$ cat config.mk
export PLATFORM = sky130hd
export DESIGN_NAME = sram_bus_arbiter
export DESIGN_NICKNAME = d
export VERILOG_FILES = /design/src/rtl/sram_bus_arbiter.sv
export SDC_FILE = /design/constraint.sdc
export NUM_CORES = 1
export LEC_CHECK = 0
export ABC_AREA = 0
export BUFFER_PORTS_ARGS = -buffer_cell sky130_fd_sc_hd__buf_2
export CAP_MARGIN = 25
export CORE_MARGIN = 10
export CORE_UTILIZATION = 41
export CTS_BUF_LIST = sky130_fd_sc_hd__clkbuf_2
export DETAILED_ROUTE_END_ITERATION = 12
export PLACE_DENSITY = 0.76
export SLEW_MARGIN = 20
export SYNTH_ARGS = -nofsm -noshare
export SYNTH_HDL_FRONTEND = slang
export SYNTH_SLANG_ARGS = --single-unit
$ cat constraint.sdc
create_clock -name clk -period 1.3 [get_ports clk]
set_input_delay 0.065 -clock clk [delete_from_list [all_inputs] [get_ports clk]]
set_output_delay 0.065 -clock clk [all_outputs]
set_load 0.01 [all_outputs]
$ cat src/rtl/sram_bus_arbiter.sv
`default_nettype none
// ============================================================================
// sram_bus_arbiter : two-master (inst/data) arbiter for a shared SRAM-like port
// Revision 1.0
// ============================================================================
module sram_bus_arbiter #(
    parameter int ADDR_W = 32,
    parameter int DATA_W = 32,
    parameter int RR_EN  = 0
) (
    input  logic                clk,
    input  logic                rst,
    input  logic                inst_req,
    input  logic [ADDR_W-1:0]   inst_addr,
    output logic                inst_addr_ok,
    output logic                inst_data_ok,
    output logic [DATA_W-1:0]   inst_rdata,
    input  logic                data_req,
    input  logic                data_wr,
    input  logic [ADDR_W-1:0]   data_addr,
    input  logic [DATA_W-1:0]   data_wdata,
    input  logic [DATA_W/8-1:0] data_wstrb,
    output logic                data_addr_ok,
    output logic                data_data_ok,
    output logic [DATA_W-1:0]   data_rdata,
    output logic                mem_req,
    output logic                mem_wr,
    output logic [ADDR_W-1:0]   mem_addr,
    output logic [DATA_W-1:0]   mem_wdata,
    output logic [DATA_W/8-1:0] mem_wstrb,
    input  logic                mem_addr_ok,
    input  logic [DATA_W-1:0]   mem_rdata,
    input  logic                mem_data_ok,
    output logic                grant_sel,
    output logic                busy
);

    localparam int STRB_W = DATA_W / 8;

    localparam logic [1:0] S_IDLE = 2'd0;
    localparam logic [1:0] S_ADDR = 2'd1;
    localparam logic [1:0] S_DATA = 2'd2;

    logic [1:0] state;
    logic [1:0] state_nxt;
    logic       last_grant;
    logic       win_data;
    logic       accept;
    logic       complete;

    assign accept   = (state == S_IDLE) && (inst_req || data_req);
    assign complete = (state == S_DATA) && mem_data_ok;

    // Both requesting: fixed priority favours data, round-robin favours whoever lost last time.
    always_comb begin
        win_data = data_req;
        if (inst_req && data_req) begin
            win_data = (RR_EN != 0) ? ~last_grant : 1'b1;
        end
    end

    always_ff @(posedge clk) begin
        if (rst) begin
            state <= S_IDLE;
        end else begin
            state <= state_nxt;
        end
    end

    always_comb begin
        state_nxt = state;
        case (state)
            S_IDLE:  if (inst_req || data_req) state_nxt = S_ADDR;
            S_ADDR:  if (mem_addr_ok)          state_nxt = S_DATA;
            S_DATA:  if (mem_data_ok)          state_nxt = S_IDLE;
            default:                           state_nxt = S_IDLE;
        endcase
    end

    always_comb begin
        mem_req = (state == S_ADDR);
        busy    = (state != S_IDLE);
    end

    always_ff @(posedge clk) begin
        if (rst) begin
            inst_addr_ok <= 1'b0;
            data_addr_ok <= 1'b0;
            inst_data_ok <= 1'b0;
            data_data_ok <= 1'b0;
            inst_rdata   <= '0;
            data_rdata   <= '0;
            grant_sel    <= 1'b0;
            last_grant   <= 1'b1;
            mem_wr       <= 1'b0;
            mem_addr     <= '0;
            mem_wdata    <= '0;
            mem_wstrb    <= '0;
        end else begin
            inst_addr_ok <= accept & ~win_data;
            data_addr_ok <= accept &  win_data;
            inst_data_ok <= complete & ~grant_sel;
            data_data_ok <= complete &  grant_sel;
            if (accept) begin
                grant_sel  <= win_data;
                last_grant <= win_data;
                mem_wr     <= win_data & data_wr;
                mem_addr   <= win_data ? data_addr  : inst_addr;
                mem_wdata  <= win_data ? data_wdata : {DATA_W{1'b0}};
                mem_wstrb  <= win_data ? data_wstrb : {STRB_W{1'b0}};
            end
            if (complete) begin
                if (grant_sel) begin
                    data_rdata <= mem_rdata;
                end else begin
                    inst_rdata <= mem_rdata;
                end
            end
        end
    end

endmodule
`default_nettype wire

# Yosys cells after proc, flatten, opt, wreduce, memory -nomap -nowiden

Cells that the tools add are included.

Register bits after elaboration: 140
Bits of input ports: 139
Word-level logic and storage cells: 41

Bitwise gates (word level): 7
Reduce and logical (&&, ||, !) cells: 9
Multiplexer cells: 8
Eq/ne operators: 5

Operators with widths:

| cell                 | count |
|---|---|
| $mux W32             | 2 |
| $mux W2              | 3 |
| $pmux W2 S3          | 1 |
| $and A1 B1 Y1        | 5 |
| $mux W4              | 1 |
| $ne A2 B1 Y1 const B | 2 |
| $reduce_and A2 Y1    | 2 |
| $logic_and A1 B1 Y1  | 3 |
| $reduce_and A3 Y1    | 1 |
| $eq A2 B1 Y1 const B | 1 |
| $eq A2 B2 Y1 const B | 1 |
| $logic_not A2 Y1     | 1 |
| $ne A2 B2 Y1 const B | 1 |
| $not A1 Y1           | 2 |
| $reduce_bool A2 Y1   | 1 |
| $logic_or A1 B1 Y1   | 1 |
| $mux W1              | 1 |

# Longest topological paths before layout

Gate-level depths: netlist of the first run.

Depth in word-level cells: 4
Depth in mapped cells: 6
Depth with buffers taken out: 3

# Worst setup path before layout of the first run

OpenSTA, ideal clock, no wires.

Path type: reg-to-reg
Start: reg state[1]
End: reg mem_wdata[13]
Buffers on the path: 3
Period minus slack after synthesis: 1.278 ns
Slack: 0.022 ns
Cell stages (with the launch flop): 7
Arrival time: 1.219 ns
Data required time: 1.241 ns
Path through: dfxtp_1 buf_4 nor3_4 and2_1 buf_6 buf_6 a22o_1

Word-level cells in the longest chain between the ends: 2

RTL lines:

| element                | line | RTL |
|---|---|---|
| from (decl)            | 44   | `logic [1:0] state;` |
| from (signal assigned) | 66   | `state <= state_nxt;` |
| $logic_not A2 Y1       | 51   | `assign accept = (state == S_IDLE) && (inst_req \|\| data_req);` |
| $logic_and A1 B1 Y1    | 51   |  |
| to (signal assigned)   | 109  | `mem_wdata <= win_data ? data_wdata : {DATA_W{1'b0}};` |
| to (decl)              | 29   | `output logic [DATA_W-1:0] mem_wdata,` |

Every way passes these cells.
A chain may end at the register's enable or synchronous reset.

# Final worst setup path of the first run

Start: reg state[1]
End: reg inst_rdata[3]

Word-level cells in the longest chain between the ends: 3

RTL lines:

| element                     | line | RTL |
|---|---|---|
| $eq A2 B2 Y1                | 52   | `assign complete = (state == S_DATA) && mem_data_ok;` |
| $logic_and A1 B1 Y1         | 52   |  |
| $reduce_and A2 Y1 (no line) | --   |  |
| to (signal assigned)        | 116  | `inst_rdata <= mem_rdata;` |
| to (decl)                   | 17   | `output logic [DATA_W-1:0] inst_rdata,` |

Every way passes these cells.

==> results of run 1 <==
-- area by class of cell --
| class | count | area (um2) | area share, % |
|---|---|---|---|
| timing repair buffer | 523 | 4920 | 45.6 |
| sequential | 140 | 2980 | 27.6 |
| multi-input combinational | 377 | 2420 | 22.4 |
| tap | 168 | 210 | 1.95 |
| clock inverter | 12 | 145 | 1.34 |
| clock buffer | 20 | 100 | 0.927 |
| antenna | 6 | 15.0 | 0.139 |
| inverter | 1 | 3.75 | 0.0348 |
-- worst min path at each step --
| stage | startpoint | to | slack (ns) |
|---|---|---|---|
| 4_1_cts | data_wdata[8] | mem_wdata[8] | 0.05 |
| 5_1_grt | data_wdata[8] | mem_wdata[8] | 0.09 |
| 6_report | data_wdata[8] | mem_wdata[8] | 0.10 |
| 3_5_place_dp | data_wdata[4] | mem_wdata[4] | 0.28 |
| 3_3_place_gp | data_wdata[21] | mem_wdata[21] | 0.27 |
| 2_1_floorplan | mem_addr_ok | state[0] | 0.18 |
-- Yosys cell counts, types with 2 or more instances --
master      n  area share, %
a21oi_1    65            6.4
a22o_1     69             12
and3b_1     2           0.35
buf_1       3           0.22
buf_2      19            1.9
buf_4       4           0.59
buf_6       9            2.0
clkbuf_1   15            1.1
dfxtp_1   140             55
nand2_1   192             14
nor2_1      6           0.44
o21ai_0    32            3.2
-- per-stage QoR --
stage                     TNS [ns]  util (%)  cells  worst slack, ns
after floorplan                  0         -    568           0.0224
after global placement       -3.81      54.5    977          -0.0748
after detailed placement     -9.06      54.5    977           -0.152
after CTS                    -9.67      76.3   1197           -0.259
after global routing        -25.37      89.5   1247           -0.342
final                       -20.88      89.5   1247           -0.318
-- sequential cells by signal, summed over array words and instances, names as in the netlist, 2 cells and up --
register and count:
mem_wdata 32, data_rdata 32, state 2, inst_rdata 32, mem_wstrb 4, mem_addr 32
-- cell usage in the layout (no fill, tap or decap), types with 3 or more instances in the layout --
cell           instances
a21oi_1               23
clkbuf_2              20
buf_4                 32
clkbuf_16             11
diode_2                6
buf_2                167
nand2_4               28
nand2_1              146
buf_16                 7
dfxtp_2              127
o21ai_0               32
nor2_1                 4
bufinv_16              3
nand2_2               18
a21oi_2               42
buf_6                124
dlygate4sd3_1        165
a22o_1                69
clkinv_2               3
dfxtp_4                5
dfxtp_1                8
buf_8                  4
buf_12                12
-- layer usage --
layer / GRT usage, % / share of wire (%)
met1: 27.3 / 33
met5: 0 / 0
met3: 10.1 / 12
met4: 11.0 / 6.5
met2: 45.7 / 49
-- worst max-delay path, stage by stage (launching register included) --
cell and delay (ns):
dfxtp_4 0.42, buf_4 0.18, nor4bb_4 0.23, buf_6 0.17, buf_12 0.11, buf_16 0.14, nand2_1 0.09, a21oi_1 0.17
-- kinds of logic after synthesis --
logic type             count (synthesis)  synth area share, %
AND/OR/NAND/NOR                      208                 16.6
AO/OA/AOI/OAI                        169                 22.2
flip-flops                           140                 55.4
buffers and inverters                 51                 5.88
-- report_power, final --
group	total, mW	leakage [nW]	internal (mW)	switching [mW]
registers	4.69	1.20	4.52	0.170
clock network	2.76	0.150	1.08	1.68
logic	2.34	3.47	1.32	1.02
total	9.79	4.82	6.92	2.87
-- what timing repair did --
action                                  in CTS  in global routing
pin swaps                                   21                 49
gates resized for setup                    161                276
hold buffers                               165                  0
buffers inserted                            15                 30
cloned                                       8                 15
endpoints found under the setup margin     211                263
hold endpoints to repair                   139                  0
==> qor.yml, run 1 <==
timing:
  setup_ws_ns: -0.318
  relSlewSlack_pct: 36.0
  worst_pin_slew_ns: 0.960
  setup_violations: 142
  fin_crit_ns: 1.62
  rsz0062_at_grt: "yes"
  fin_skew_ns: 0.0320
  finalHoldViolCount: 0
  slew_violations: 0
  timing.hold.ws_ns: 0.103
  fmax_ghz: 0.618
  post-route-period-util_pct: 124
job:
  max_cap_violations: 0
clocking:
  cts_tree: "built"
  clkLatencyLatePin_ns: 0.68
  htreeDepth: 4
  clock-root-buffer: "clkbuf_2"
  path_clk_slew_ns: 0.21
  cts_max_path_buffers: 2
  clock-sinks: 140
  cts_buffers: 17
floorplanning:
  die_area_um2: 17200
  die_h_um: 131
  die-width_um: 131
  core_um2: 12100
  rows: 40
  start_util_pct: 42.0
  ios: 279
route:
  antenna_left: 0
  drt_iter0_markers: 683
  wl_per_cell_um: 25.0
  dr.pass1.iters: 6
  totalWireLength_mm: 31.1
  vias: 7035
  viasPerCell: 5.64
  drcViolationCount: 0
placed_design:
  place.gp.congestion: 0.785
  placed_area_um2: 6570
  post-dp-hpwl_mm: 12.1
  io_buffers: 278
yosys:
  ys_types: 24
  synthArstFlopShare_pct: 0
  syn-instance-count: 568
  synth_edf_count: 0
  synth-seq-area-share_pct: 55.4
  synth_area_per_cell_um2: 8.91
  synthFlopType: "dfxtp_1"
  ys_warn_count: 0
  ys_ff_latch: 140
  syn_area_um2: 5060
  syn_nets: 707
setup_path:
  worstPathArrival_ns: 2.21
  crit_end: "inst_rdata[3]"
  crit_start: "state[1]"
  reg2regPathDepth: 7
  cp-start-kind: "register"
  r2r_start: "state[1]"
  timing.reg2reg.setup_slack_ns: -0.32
  cp.required_ns: 1.90
  cp_max_fo: 16
  crit_path_end_kind: "register"
  path_class: "register to register"
  r2r_end: "inst_rdata[3]"
power_and_ir_drop:
  vdd_drop_max_mv: 0.678
  leakage_nw: 4.82
  p_per_area_nw_per_um2: 907
  p_total_mw: 9.79
global_routing:
  antenna_found_initial: 6
  grt_start_max_net_pins: 67
  track_usage_pct: 26.1
  grt_pass1_vias: 6621
  grt_pass1_wl_mm: 36.7
  gr-total-overflow: 0
finish:
  area_delta_synth_final_pct: 113
  fin_area_um2: 10800
  fin_nets: 1199
  drive_above_1_share_pct: 57.6
  n_fill_cell: 445
outcome:
  violations: "setup timing"
  status: "finished with violations"
hold_path:
  hold_path_class: "input port to register"
  hold_depth: 3
(Power assumes the default switching activity.)
==> run 2: changes to the inputs <==
--- a/config.mk
+++ b/config.mk
@@ -6,13 +6,13 @@
 export NUM_CORES = 1
 export LEC_CHECK = 0
 export ABC_AREA = 0
-export BUFFER_PORTS_ARGS = -buffer_cell sky130_fd_sc_hd__buf_2
 export CAP_MARGIN = 25
 export CORE_MARGIN = 10
-export CORE_UTILIZATION = 41
+export CORE_UTILIZATION = 55
 export CTS_BUF_LIST = sky130_fd_sc_hd__clkbuf_2
 export DETAILED_ROUTE_END_ITERATION = 12
-export PLACE_DENSITY = 0.76
+export DONT_BUFFER_PORTS = 1
+export PLACE_DENSITY = 0.71
 export SLEW_MARGIN = 20
 export SYNTH_ARGS = -nofsm -noshare
 export SYNTH_HDL_FRONTEND = slang
==> qor.yml, run 2 <==
outcome:
  firstError: "[ERROR RSZ-0060] Max buffer count reached."
  haltStage: "clock tree synthesis"
  status: "aborted with a tool error"
floorplanning:
  rows: 34
  ios: 279
  die_h_um: 116
  start_util_pct: 57.2
  die-width_um: 116
placed_design:
  place.gp.congestion: 0.762
  io_buffers: 0
  post-dp-hpwl_mm: 10.9
yosys:
  syn_area_um2: 5060
  synth-seq-area-share_pct: 55.4
  ys_types: 24
  synth_edf_count: 0
  synth_fa_ha_area_share_pct: 0
  synth_area_per_cell_um2: 8.91
  synth_top_family_by_area: "compound AO/OA/AOI/OAI gates"
  ys_warn_count: 0
  post-synth-top-area-cell: "dfxtp_1"
  synthSimpleGateAreaFrac_pct: 16.6
  synthXorXnorAreaFrac_pct: 0
  yosysMostFrequentCell: "nand2_1"
  synthFlopType: "dfxtp_1"
  synthArstFlopShare_pct: 0
  syn-instance-count: 568
  yosys-top-cells-count: "192 x nand2_1, 140 x dfxtp_1, 69 x a22o_1, 65 x a21oi_1, 32 x o21ai_0"
  synth.top_cell.area_share_pct: 55.4
  synthTopCellsByArea: "dfxtp_1 55%, nand2_1 14%, a22o_1 12%, a21oi_1 6.4%, o21ai_0 3.2%"
  synthMuxAreaShare_pct: 0
  synth_compound_area_share_pct: 22.2
  ys_ff_latch: 140
  syn_nets: 707
clocking:
  clock-root-buffer: "clkbuf_2"
  htreeDepth: 4
  cts_max_path_buffers: 2
  cts_buffers: 17
  clock-sinks: 140
  cts_setup_buffers: 9
  cts_resized: 25
  holdBufCountCts: 139
run 2: cell counts after synthesis:
No cell type changed its count.
run 2: metrics by stage:
| stage | setup slack (ns) | instance area, um2 | instances | hold WS [ns] |
|---|---|---|---|---|
| 3_3_place_gp | -0.0113 | 5110 | 643 | 0.144 |
| 3_5_place_dp | -0.0620 | 5110 | 643 | 0.146 |
| 2_1_floorplan | 0.0224 | 5060 | 568 | 0.182 |
run 2: cells by family after synthesis:
group,Yosys count
buffers and inverters,51
flip-flops,140
AND/OR/NAND/NOR,208
AO/OA/AOI/OAI,169
==> run 3: changes to the inputs <==
--- a/config.mk
+++ b/config.mk
@@ -8,11 +8,10 @@
 export ABC_AREA = 0
 export CAP_MARGIN = 25
 export CORE_MARGIN = 10
-export CORE_UTILIZATION = 55
-export CTS_BUF_LIST = sky130_fd_sc_hd__clkbuf_2
+export CORE_UTILIZATION = 40
 export DETAILED_ROUTE_END_ITERATION = 12
 export DONT_BUFFER_PORTS = 1
-export PLACE_DENSITY = 0.71
+export PLACE_DENSITY_LB_ADDON = 0.15
 export SLEW_MARGIN = 20
 export SYNTH_ARGS = -nofsm -noshare
 export SYNTH_HDL_FRONTEND = slang
==> constraint.sdc (replaced) <==
create_clock -name clk -period 1.69 [get_ports clk]
set_input_delay 0.0845 -clock clk [delete_from_list [all_inputs] [get_ports clk]]
set_output_delay 0.0845 -clock clk [all_outputs]
set_load 0.01 [all_outputs]
==> qor.yml, run 3 <==
outcome:
  status: "aborted with a tool error"
  haltStage: "clock tree synthesis"
  firstError: "[ERROR RSZ-0060] Max buffer count reached."
yosys:
  synthArstFlopShare_pct: 0
  yosys-top-cells-count: "192 x nand2_1, 140 x dfxtp_1, 69 x a22o_1, 65 x a21oi_1, 32 x o21ai_0"
  post-synth-top-area-cell: "dfxtp_1"
  syn_nets: 707
  synth.top_cell.area_share_pct: 55.4
  synthFlopType: "dfxtp_1"
  ys_types: 24
  synthTopCellsByArea: "dfxtp_1 55%, nand2_1 14%, a22o_1 12%, a21oi_1 6.4%, o21ai_0 3.2%"
  synth-seq-area-share_pct: 55.4
  synth_area_per_cell_um2: 8.91
  ys_warn_count: 0
  syn_area_um2: 5060
  yosysMostFrequentCell: "nand2_1"
  syn-instance-count: 568
  ys_ff_latch: 140
  synth_edf_count: 0
placed_design:
  place.gp.congestion: 0.754
  io_buffers: 0
  post-dp-hpwl_mm: 11.3
clocking:
  clock-root-buffer: "clkbuf_16"
  clock-sinks: 140
  cts_buffers: 17
  holdBufCountCts: 147
  cts_max_path_buffers: 2
  htreeDepth: 4
  cts_resized: 0
  cts_setup_buffers: 0
floorplanning:
  rows: 41
  ios: 279
  die-width_um: 132
  start_util_pct: 40.4
  die_h_um: 132
## run 3: cell counts after synthesis
Identical to the previous run, type by type.
## run 3: cells by family after synthesis
| kind of cell | after synthesis | synth area share, % |
|---|---|---|
| buffers and inverters | 51 | 5.88 |
| AOI/OAI and AO/OA | 169 | 22.2 |
| DFF | 140 | 55.4 |
| and+or+nand+nor | 208 | 16.6 |
## run 3: through the flow
| stage | setup slack [ns] | utilization, % | hold WS, ns | area, um2 | instances |
|---|---|---|---|---|---|
| 3_3_place_gp | 0.319 | 41.0 | 0.179 | 5130 | 701 |
| 2_1_floorplan | 0.412 | - | 0.201 | 5060 | 568 |
| 3_5_place_dp | 0.258 | 41.0 | 0.181 | 5130 | 701 |
